### config.mk
export PLATFORM = sky130hd
export DESIGN_NAME = home_pad_ctrl
export DESIGN_NICKNAME = d
export VERILOG_FILES = /design/src/rtl/frogger_pkg.sv /design/src/rtl/pad_hit_decode.sv /design/src/rtl/home_pad_ctrl.sv
export SDC_FILE = /design/constraint.sdc
export NUM_CORES = 1
export LEC_CHECK = 0
export BUFFER_PORTS_ARGS = -buffer_cell sky130_fd_sc_hd__buf_2
export CAP_MARGIN = 30
export CORE_MARGIN = 2
export CORE_UTILIZATION = 25
export CTS_BUF_LIST = sky130_fd_sc_hd__clkbuf_16
export CTS_CLUSTER_DIAMETER = 120
export DETAILED_ROUTE_END_ITERATION = 6
export GPL_TIMING_DRIVEN = 0
export MAX_ROUTING_LAYER = met4
export SLEW_MARGIN = 5
export SYNTH_ARGS = -nofsm -noshare
export SYNTH_HDL_FRONTEND = slang
export SYNTH_SLANG_ARGS = --single-unit
### constraint.sdc
create_clock -name frame_clk -period 4.3 [get_ports frame_clk]
set_clock_uncertainty 0.15 [all_clocks]
set_input_delay 1.075 -clock frame_clk [delete_from_list [all_inputs] [get_ports frame_clk]]
set_output_delay 1.075 -clock frame_clk [all_outputs]
set_load 0.02 [all_outputs]
### src/rtl/frogger_pkg.sv
// Shared playfield constants and home-row state encoding for the Frogger design.
package frogger_pkg;

  localparam int NUM_PADS = 5;
  localparam int HOME_Y   = 20;

  // Centre X of each home pad, left to right.
  localparam logic [9:0] PAD_X [NUM_PADS] = '{10'd76, 10'd191, 10'd309, 10'd425, 10'd541};

  typedef enum logic [1:0] {
    PLAY,
    CELEBRATE,
    DEATH,
    CLEAR
  } home_state_t;

endpackage

### src/rtl/pad_hit_decode.sv
// Combinational decode of the frog's X position into a home-pad hit and pad index.
module pad_hit_decode
  import frogger_pkg::*;
#(
  parameter int TOL = 16
) (
  input  logic [9:0] frog_x,
  output logic       hit,
  output logic [2:0] idx
);

  logic signed [10:0] diff;

  // Pad windows never overlap, so the last match in the loop is the only match.
  always_comb begin
    // NOTE: every output gets a default before any conditional write, so no latch is inferred.
    hit  = 1'b0;
    idx  = 3'd0;
    diff = '0;
    for (int i = 0; i < NUM_PADS; i++) begin
      diff = signed'({1'b0, frog_x}) - signed'({1'b0, PAD_X[i]});
      if (int'(diff) >= -TOL && int'(diff) <= TOL) begin
        hit = 1'b1;
        idx = 3'(i);
      end
    end
  end

endmodule

### src/rtl/home_pad_ctrl.sv
// Home-row scheduler: judges arrivals against the pads, tracks occupancy and
// sequences the celebrate / death / level-clear phases once per video frame.
module home_pad_ctrl
  import frogger_pkg::*;
#(
  parameter int TOL              = 16,
  parameter int CELEBRATE_FRAMES = 60,
  parameter int DEATH_FRAMES     = 45,
  parameter int CLEAR_FRAMES     = 120
) (
  input  logic       frame_clk,
  input  logic       Reset,
  input  logic [9:0] frog_x,
  input  logic       arrive,
  output logic [4:0] pad_filled,
  output int         win,
  output logic       frog_home,
  output logic       frog_kill,
  output logic       respawn,
  output logic       level_clear,
  output logic [3:0] level
);

  localparam int CNT_W = 16;

  home_state_t      state, state_n;
  logic [CNT_W-1:0] cnt, cnt_n;
  logic [4:0]       pad_filled_n;
  int               win_n;
  logic [3:0]       level_n;
  logic             frog_home_n, frog_kill_n, respawn_n, level_clear_n;
  logic             hit;
  logic [2:0]       idx;

  pad_hit_decode #(.TOL(TOL)) u_decode (
    .frog_x (frog_x),
    .hit    (hit),
    .idx    (idx)
  );

  always_comb begin
    state_n      = state;
    cnt_n        = cnt;
    pad_filled_n = pad_filled;
    win_n        = win;
    level_n      = level;
    frog_home_n  = 1'b0;
    frog_kill_n  = 1'b0;
    respawn_n    = 1'b0;

    unique case (state)
      PLAY: begin
        if (arrive) begin
          if (hit && !pad_filled[idx]) begin
            pad_filled_n[idx] = 1'b1;
            win_n             = int'(idx) + 1;
            frog_home_n       = 1'b1;
            cnt_n             = CNT_W'(CELEBRATE_FRAMES - 1);
            state_n           = CELEBRATE;
          end else begin
            frog_kill_n = 1'b1;
            cnt_n       = CNT_W'(DEATH_FRAMES - 1);
            state_n     = DEATH;
          end
        end
      end
      CELEBRATE: begin
        if (cnt != '0) begin
          cnt_n = cnt - 1'b1;
        end else if (pad_filled == 5'b11111) begin
          cnt_n   = CNT_W'(CLEAR_FRAMES - 1);
          state_n = CLEAR;
        end else begin
          win_n     = 0;
          respawn_n = 1'b1;
          state_n   = PLAY;
        end
      end
      DEATH: begin
        if (cnt != '0) begin
          cnt_n = cnt - 1'b1;
        end else begin
          respawn_n = 1'b1;
          state_n   = PLAY;
        end
      end
      CLEAR: begin
        // win keeps the fifth pad's code so the icon stays lit through the clear.
        if (cnt != '0) begin
          cnt_n = cnt - 1'b1;
        end else begin
          pad_filled_n = '0;
          win_n        = 0;
          level_n      = (level == 4'd15) ? level : level + 4'd1;
          respawn_n    = 1'b1;
          state_n      = PLAY;
        end
      end
      default: state_n = PLAY;
    endcase

    level_clear_n = (state_n == CLEAR);
  end

  always_ff @(posedge frame_clk or posedge Reset) begin
    if (Reset) begin
      state       <= PLAY;
      cnt         <= '0;
      pad_filled  <= '0;
      win         <= 0;
      level       <= '0;
      frog_home   <= 1'b0;
      frog_kill   <= 1'b0;
      respawn     <= 1'b0;
      level_clear <= 1'b0;
    end else begin
      // NOTE: sequential state uses non-blocking assignment so every register samples pre-edge values.
      state       <= state_n;
      cnt         <= cnt_n;
      pad_filled  <= pad_filled_n;
      win         <= win_n;
      level       <= level_n;
      frog_home   <= frog_home_n;
      frog_kill   <= frog_kill_n;
      respawn     <= respawn_n;
      level_clear <= level_clear_n;
    end
  end

endmodule

---- Word-level counts from Yosys, hierarchy flattened ----
Index checks and enable logic that the tools add are counted.
Widths: inputs -> output; s select.
operators by class
  add/subtract/negate cells ............... 8
  reduce and logical (&&, ||, !) cells .... 17
  multiplexer cells ....................... 45
  bitwise logic cells ..................... 3
  equal/unequal tests ..................... 13
  magnitude comparators ................... 12
operators by type and width
  kind                    number
  $mux 32                 5
  $pmux 32 s3             1
  $mux 16                 4
  $ge 11x5->1 const B     5
  $le 11x6->1 const B     5
  $pmux 16 s3             1
  $sub 10x9->11 const B   2
  $mux 5                  4
  $mux 1                  17
  $reduce_bool 16->1      1
  $sub 16x1->16 const B   1
  $mux 2                  7
  $sub 10x10->11 const B  1
  $sub 10x7->11 const B   1
  $sub 10x8->11 const B   1
  $ne 2x2->1 const B      5
  $pmux 5 s2              1
  $logic_and 1x1->1       7
  $eq 2x2->1 const B      3
  $pmux 2 s3              1
  $reduce_and 3->1        2
  $reduce_and 6->1        1
  $eq 5x5->1 const B      1
  $or 5x5->5              1
  19 further kinds        20
storage, ports and cells
  register bits ........................... 63
  input bits .............................. 13
  output and inout port bits .............. 45
  logic and storage cells ................. 107

---- Longest topological paths before layout ----
  depth after elaboration ................. 15
  depth in mapped cells ................... 16
  depth with buffers taken out ............ 14

---- Hierarchy ----
From an unflattened synthesis, not the netlist that was laid out.
unflattened totals
  cell total of the unflattened synthesis .. 410
  area total of the unflattened synthesis .. 3314.4 um^2
by module, submodules not included
  module          area each (um^2)  instances  sequential area each (um^2)  cells an instance
  home_pad_ctrl   2279.7            1          875.8                        253
  pad_hit_decode  1034.7            1          0.0                          157

---- Worst setup path after synthesis ----
No wires, ideal clock.
  path type ............................... input -> register
  from .................................... input port frog_x[0]
  to ...................................... register win[1] in the netlist's numbering
  data required time ...................... 4.026 ns
  arrival ................................. 3.604 ns
  slack ................................... 0.422 ns
  stages .................................. 14
  buffers on the path ..................... 2
  setup time .............................. 0.124 ns
  cells stage by stage .................... buf_6 -> inv_1 -> ha_1 -> buf_2 -> nor2b_1 -> nor2_1 -> maj3_1 -> o221a_2 -> nor3_1 -> nor2_1 -> ha_1 -> nor4_1 -> mux2_2 -> a211o_1
on the way
  word-level cells in the longest chain between the ends .. 13
  elaborated cells on any way between the ends .. 39
  classes of those cells .................. add/sub (6); order compare (10); eq/ne (1); mux (14); reduce/logical (8)
ends and longest elaborated chain
  what                                               RTL line              text
  from (decl)                                        home_pad_ctrl.sv:13   input logic [9:0] frog_x,
  $sub 10x8->11                                      pad_hit_decode.sv:21  diff = signed'({1'b0, frog_x}) - signed'({1'b0, PAD_X[i]});
  $ge 11x5->1 / $le 11x6->1 (equally long branches)  pad_hit_decode.sv:22  if (int'(diff) >= -TOL && int'(diff) <= TOL) begin
  $logic_and 1x1->1                                  pad_hit_decode.sv:22
  $mux 1                                             pad_hit_decode.sv:22
  $mux 2 (2 in series)                               pad_hit_decode.sv:22
  $mux 3                                             pad_hit_decode.sv:22
  $bmux 1 s3                                         home_pad_ctrl.sv:54   if (hit && !pad_filled[idx]) begin
  $mux 1 (not written as such)                       home_pad_ctrl.sv:54
  $logic_not 1->1                                    home_pad_ctrl.sv:54
  $logic_and 1x1->1                                  home_pad_ctrl.sv:54
  $ne 2x2->1 (no source line)                        --
  $reduce_and 6->1 (no source line)                  --
  to (signal assigned)                               home_pad_ctrl.sv:121  win <= win_n;
  to (decl)                                          home_pad_ctrl.sv:16   output int win,
Parallel ways exist; a longest one is shown, timed or not. The select of a mux whose other input is x is not followed.
A chain may end at the register's enable or synchronous reset.

---- Worst setup path in the final report ----
Same ends and word-level chain as after synthesis.

==> results.md <==
* Outcome: completed
* RR Endpoint: win[1]
* Die H at 119 um
* Initial antenna violation count at 0
* Number of routed nets with antenna violations at 0
* Post-synth EDFFs at 0
* Placed insts at 632
* Hold Buf Count CTS at 0
* TritonCTS clock tree: done
* Share of cells above drive strength 1 at 19.2%
* Mean Syn Cell Area at 8.12 sq um
* Kind of critical path: in2reg
* Slew HR at 41.1%
* Grt ovf at 0
* Power share of the sequential group at 30.1%
* DRC at 0
* CTS Buffer Depth at 2
* Die X at 119 um
* Drt first pass iters at 4
* Num ports at 58
* Total clock sinks at 35
* Final setup fails at 0
* PortBufs at 27
* Post-route design area at 0.00390 sq mm
* Clock transition at the registers of the reported paths at 0.05 ns
* Vias in the first global route at 2854
* Highest clock rate at 0.241 GHz
* Synthesis-to-layout area growth at 18.7%
* Final period util at 96.3%
* Fin util at 30.7%
* CTS buffer count at 5
* Ant. Diodes at 0
* Wire per inst at 13.1 um
* Number of setup buffers added after CTS at 0
* Max-slew violation count at 0
* Ys Warns at 0
* Largest family of logic cells by synthesized area: simple AND/OR/NAND/NOR gates
* Initial drt markers at 129
* Critical path origin: frog_x[0]
* Peak VDD IR at 166 uV
* Min-delay src: level[3]
* Post-cts resize count at 0
* WP data arrival at 4.16 ns
* Cell row count at 41
* Pwr dens at 416 mW/mm^2
* Crit end category: flop
* Largest net degree at the start of global routing at 23
* Synth Area in Simple Gates at 22.5%
* Setup TNS at 0 ns
* Most frequent cells in the layout: nor2_1 (41), dfrtp_1 (35), buf_2 (33)
* Crit-path max FO at 10
* Synth Register Bits at 35
* Cell Area, Synth at 0.00329 sq mm
* Post-Place Cell Area at 0.00375 sq mm
* Drt via density at 4.78
* RR Startpoint: cnt[6]
* DIE AREA at 0.0141 sq mm
* Initial core utilization at 25.8%
* Hold Slack at 0.353 ns
* Clk pwr share at 20.8%
* H-tree depth at 2
* Area occupied by multi-input gates at 0.00210 sq mm
* Total track usage at 12.0%
* Switching Fraction at 43.6%
* Measured slew at the worst slew-check pin at 0.882 ns
* Commonest non-fill, non-tap cell in the layout: nor2_1
* Synth Flop Type: dfrtp_1
* Mapped Cells at 405
* Comb pwr share at 49.2%
* DP HPWL at 6600 um
* Number of fill cells at 1421
* Fin. Hold Viols at 0
* Register cell area after layout at 876 sq um
* Sequential element share of the synthesized area at 26.6%
* Synth Area in Adders at 7.54%
* Worst hold stages at 1
* Pint at 915 uW
* Post-synthesis mux area share at 3.46%
* DRT Wirelength at 8370 um
* Startpoint types: input pin
* Hold Crit Class: reg2reg
* Leak pwr at 0.00180 uW
* Core footprint at 0.0127 sq mm
* DR vias at 3058
* Hold Path End: level[3]
* CTS root buf: clkbuf_16
* Fraction of synthesized cell area in xor and xnor cells at 5.06%
* Final Non-Filler Cells at 640
* Worst-Skew Late Latency at 0.28 ns
* RSZ-0062 raised after global routing: yes
* Ys async rst share at 100%
* Final nets at 499
* Netlist cell types at 71
* Fin crit period at 4.14 ns
* R2R Setup Slk at 1.07 ns
* GPL Wtd Cong at 0.886
* Switching power at 708 uW
* Max Cap Violations at 0
* First-pass GRT wire length at 13900 um
* Cell count of the worst reg-to-reg path at 7
* Critical Path RT at 4.31 ns
* Compound-Gate Fraction of Synth Area at 21.9%
-- how the worst max path moves through the flow --
stage	to	slack [ns]	depth (start not counted)
detailed placement	pad_filled[2]	-0.24	15
finish	win[1]	0.16	15
CTS	pad_filled[2]	0.03	15
floorplan	win[1]	0.42	14
global route	cnt[1]	-0.05	15
global placement	pad_filled[2]	-0.23	15
-- logic make-up (layout without fill, tap and decap cells) --
logic type      Yosys count  after routing
simple gates            146            146
buf+inv                  74            110
other cells               1             28
xor+xnor                 19             19
flops                    35             35
mux                      11             11
compound gates           99             99
fa+ha+maj                20             20
-- worst max-delay path, cell delays in order --
cell and delay [ns]:
buf_2 0.13, buf_6 0.15, inv_1 0.07, ha_1 0.19, buf_2 0.17, nor2b_1 0.25
nor2_1 0.13, maj3_1 0.35, o221a_2 0.29, nor3_1 0.36, nor2_2 0.12, ha_1 0.31
nor4_1 0.05, mux2_2 0.28, a211o_1 0.22
-- layer usage --
| metal | vias up | track usage (%) | part of all wire (%) |
|---|---|---|---|
| met3 | 10 | 1.79 | 3.7 |
| met4 | 0 | 2.75 | 1.1 |
| li1 | 1515 | - | - |
| met2 | 70 | 20.5 | 50 |
| met1 | 1463 | 15.0 | 46 |
| met5 | - | - | 0 |
-- state kept, by name, summed over array words and instances, names as in the netlist --
| name | flops |
|---|---|
| cnt | 16 |
| state | 2 |
| level_clear | 1 |
| frog_kill | 1 |
| win | 4 |
| respawn | 1 |
| pad_filled | 5 |
| frog_home | 1 |
| level | 4 |
-- power by group through the flow --
| stage | registers, uW | logic [uW] | clock network [uW] |
|---|---|---|---|
| 6_report | 488 | 799 | 337 |
| 2_1_floorplan | 517 | 561 | 0 |
| 5_1_grt | 498 | 893 | 357 |
| 3_5_place_dp | 492 | 795 | 0 |
| 4_1_cts | 487 | 799 | 345 |
| 3_3_place_gp | 485 | 772 | 0 |
-- synthesized netlist by cell type (4+ instances only) --
cell	instances	share of area, %
o211ai_1	12	2.7
nor3_1	14	2.1
dfrtp_1	35	27
nand4_1	4	0.76
nand3_1	8	1.2
a22oi_1	5	1.1
o21ai_0	10	1.5
xor2_1	4	1.1
xnor2_1	15	4.0
a31oi_1	6	1.1
nor2_1	42	4.8
nand2b_1	5	0.95
nand2_1	31	3.5
nor4_1	6	1.1
ha_1	19	7.2
or3_1	7	1.3
inv_1	25	2.9
buf_2	6	0.91
a21oi_1	25	3.8
nor2b_1	6	1.1
and3_1	5	0.95
buf_4	30	6.9
mux2i_1	8	2.4
clkbuf_1	9	1.0
-- layout make-up --
class,instances,share of cell area [%]
Buffer,49,8.37
Inverter,25,2.41
Multi-Input combinational cell,323,53.9
Clock buffer,5,3.21
Timing Repair Buffer,28,3.85
Tap cell,172,5.52
Clock inverter,3,0.289
Sequential cell,35,22.5
-- stage by stage --
step | total power [uW] | setup slack, ns
after detailed placement | 1290 | -0.239
after CTS | 1630 | 0.0320
after global placement | 1260 | -0.233
after floorplan | 1080 | 0.422
final | 1620 | 0.157
after global routing | 1750 | -0.0534
Note: power is estimated with default switching activity, not from simulation.
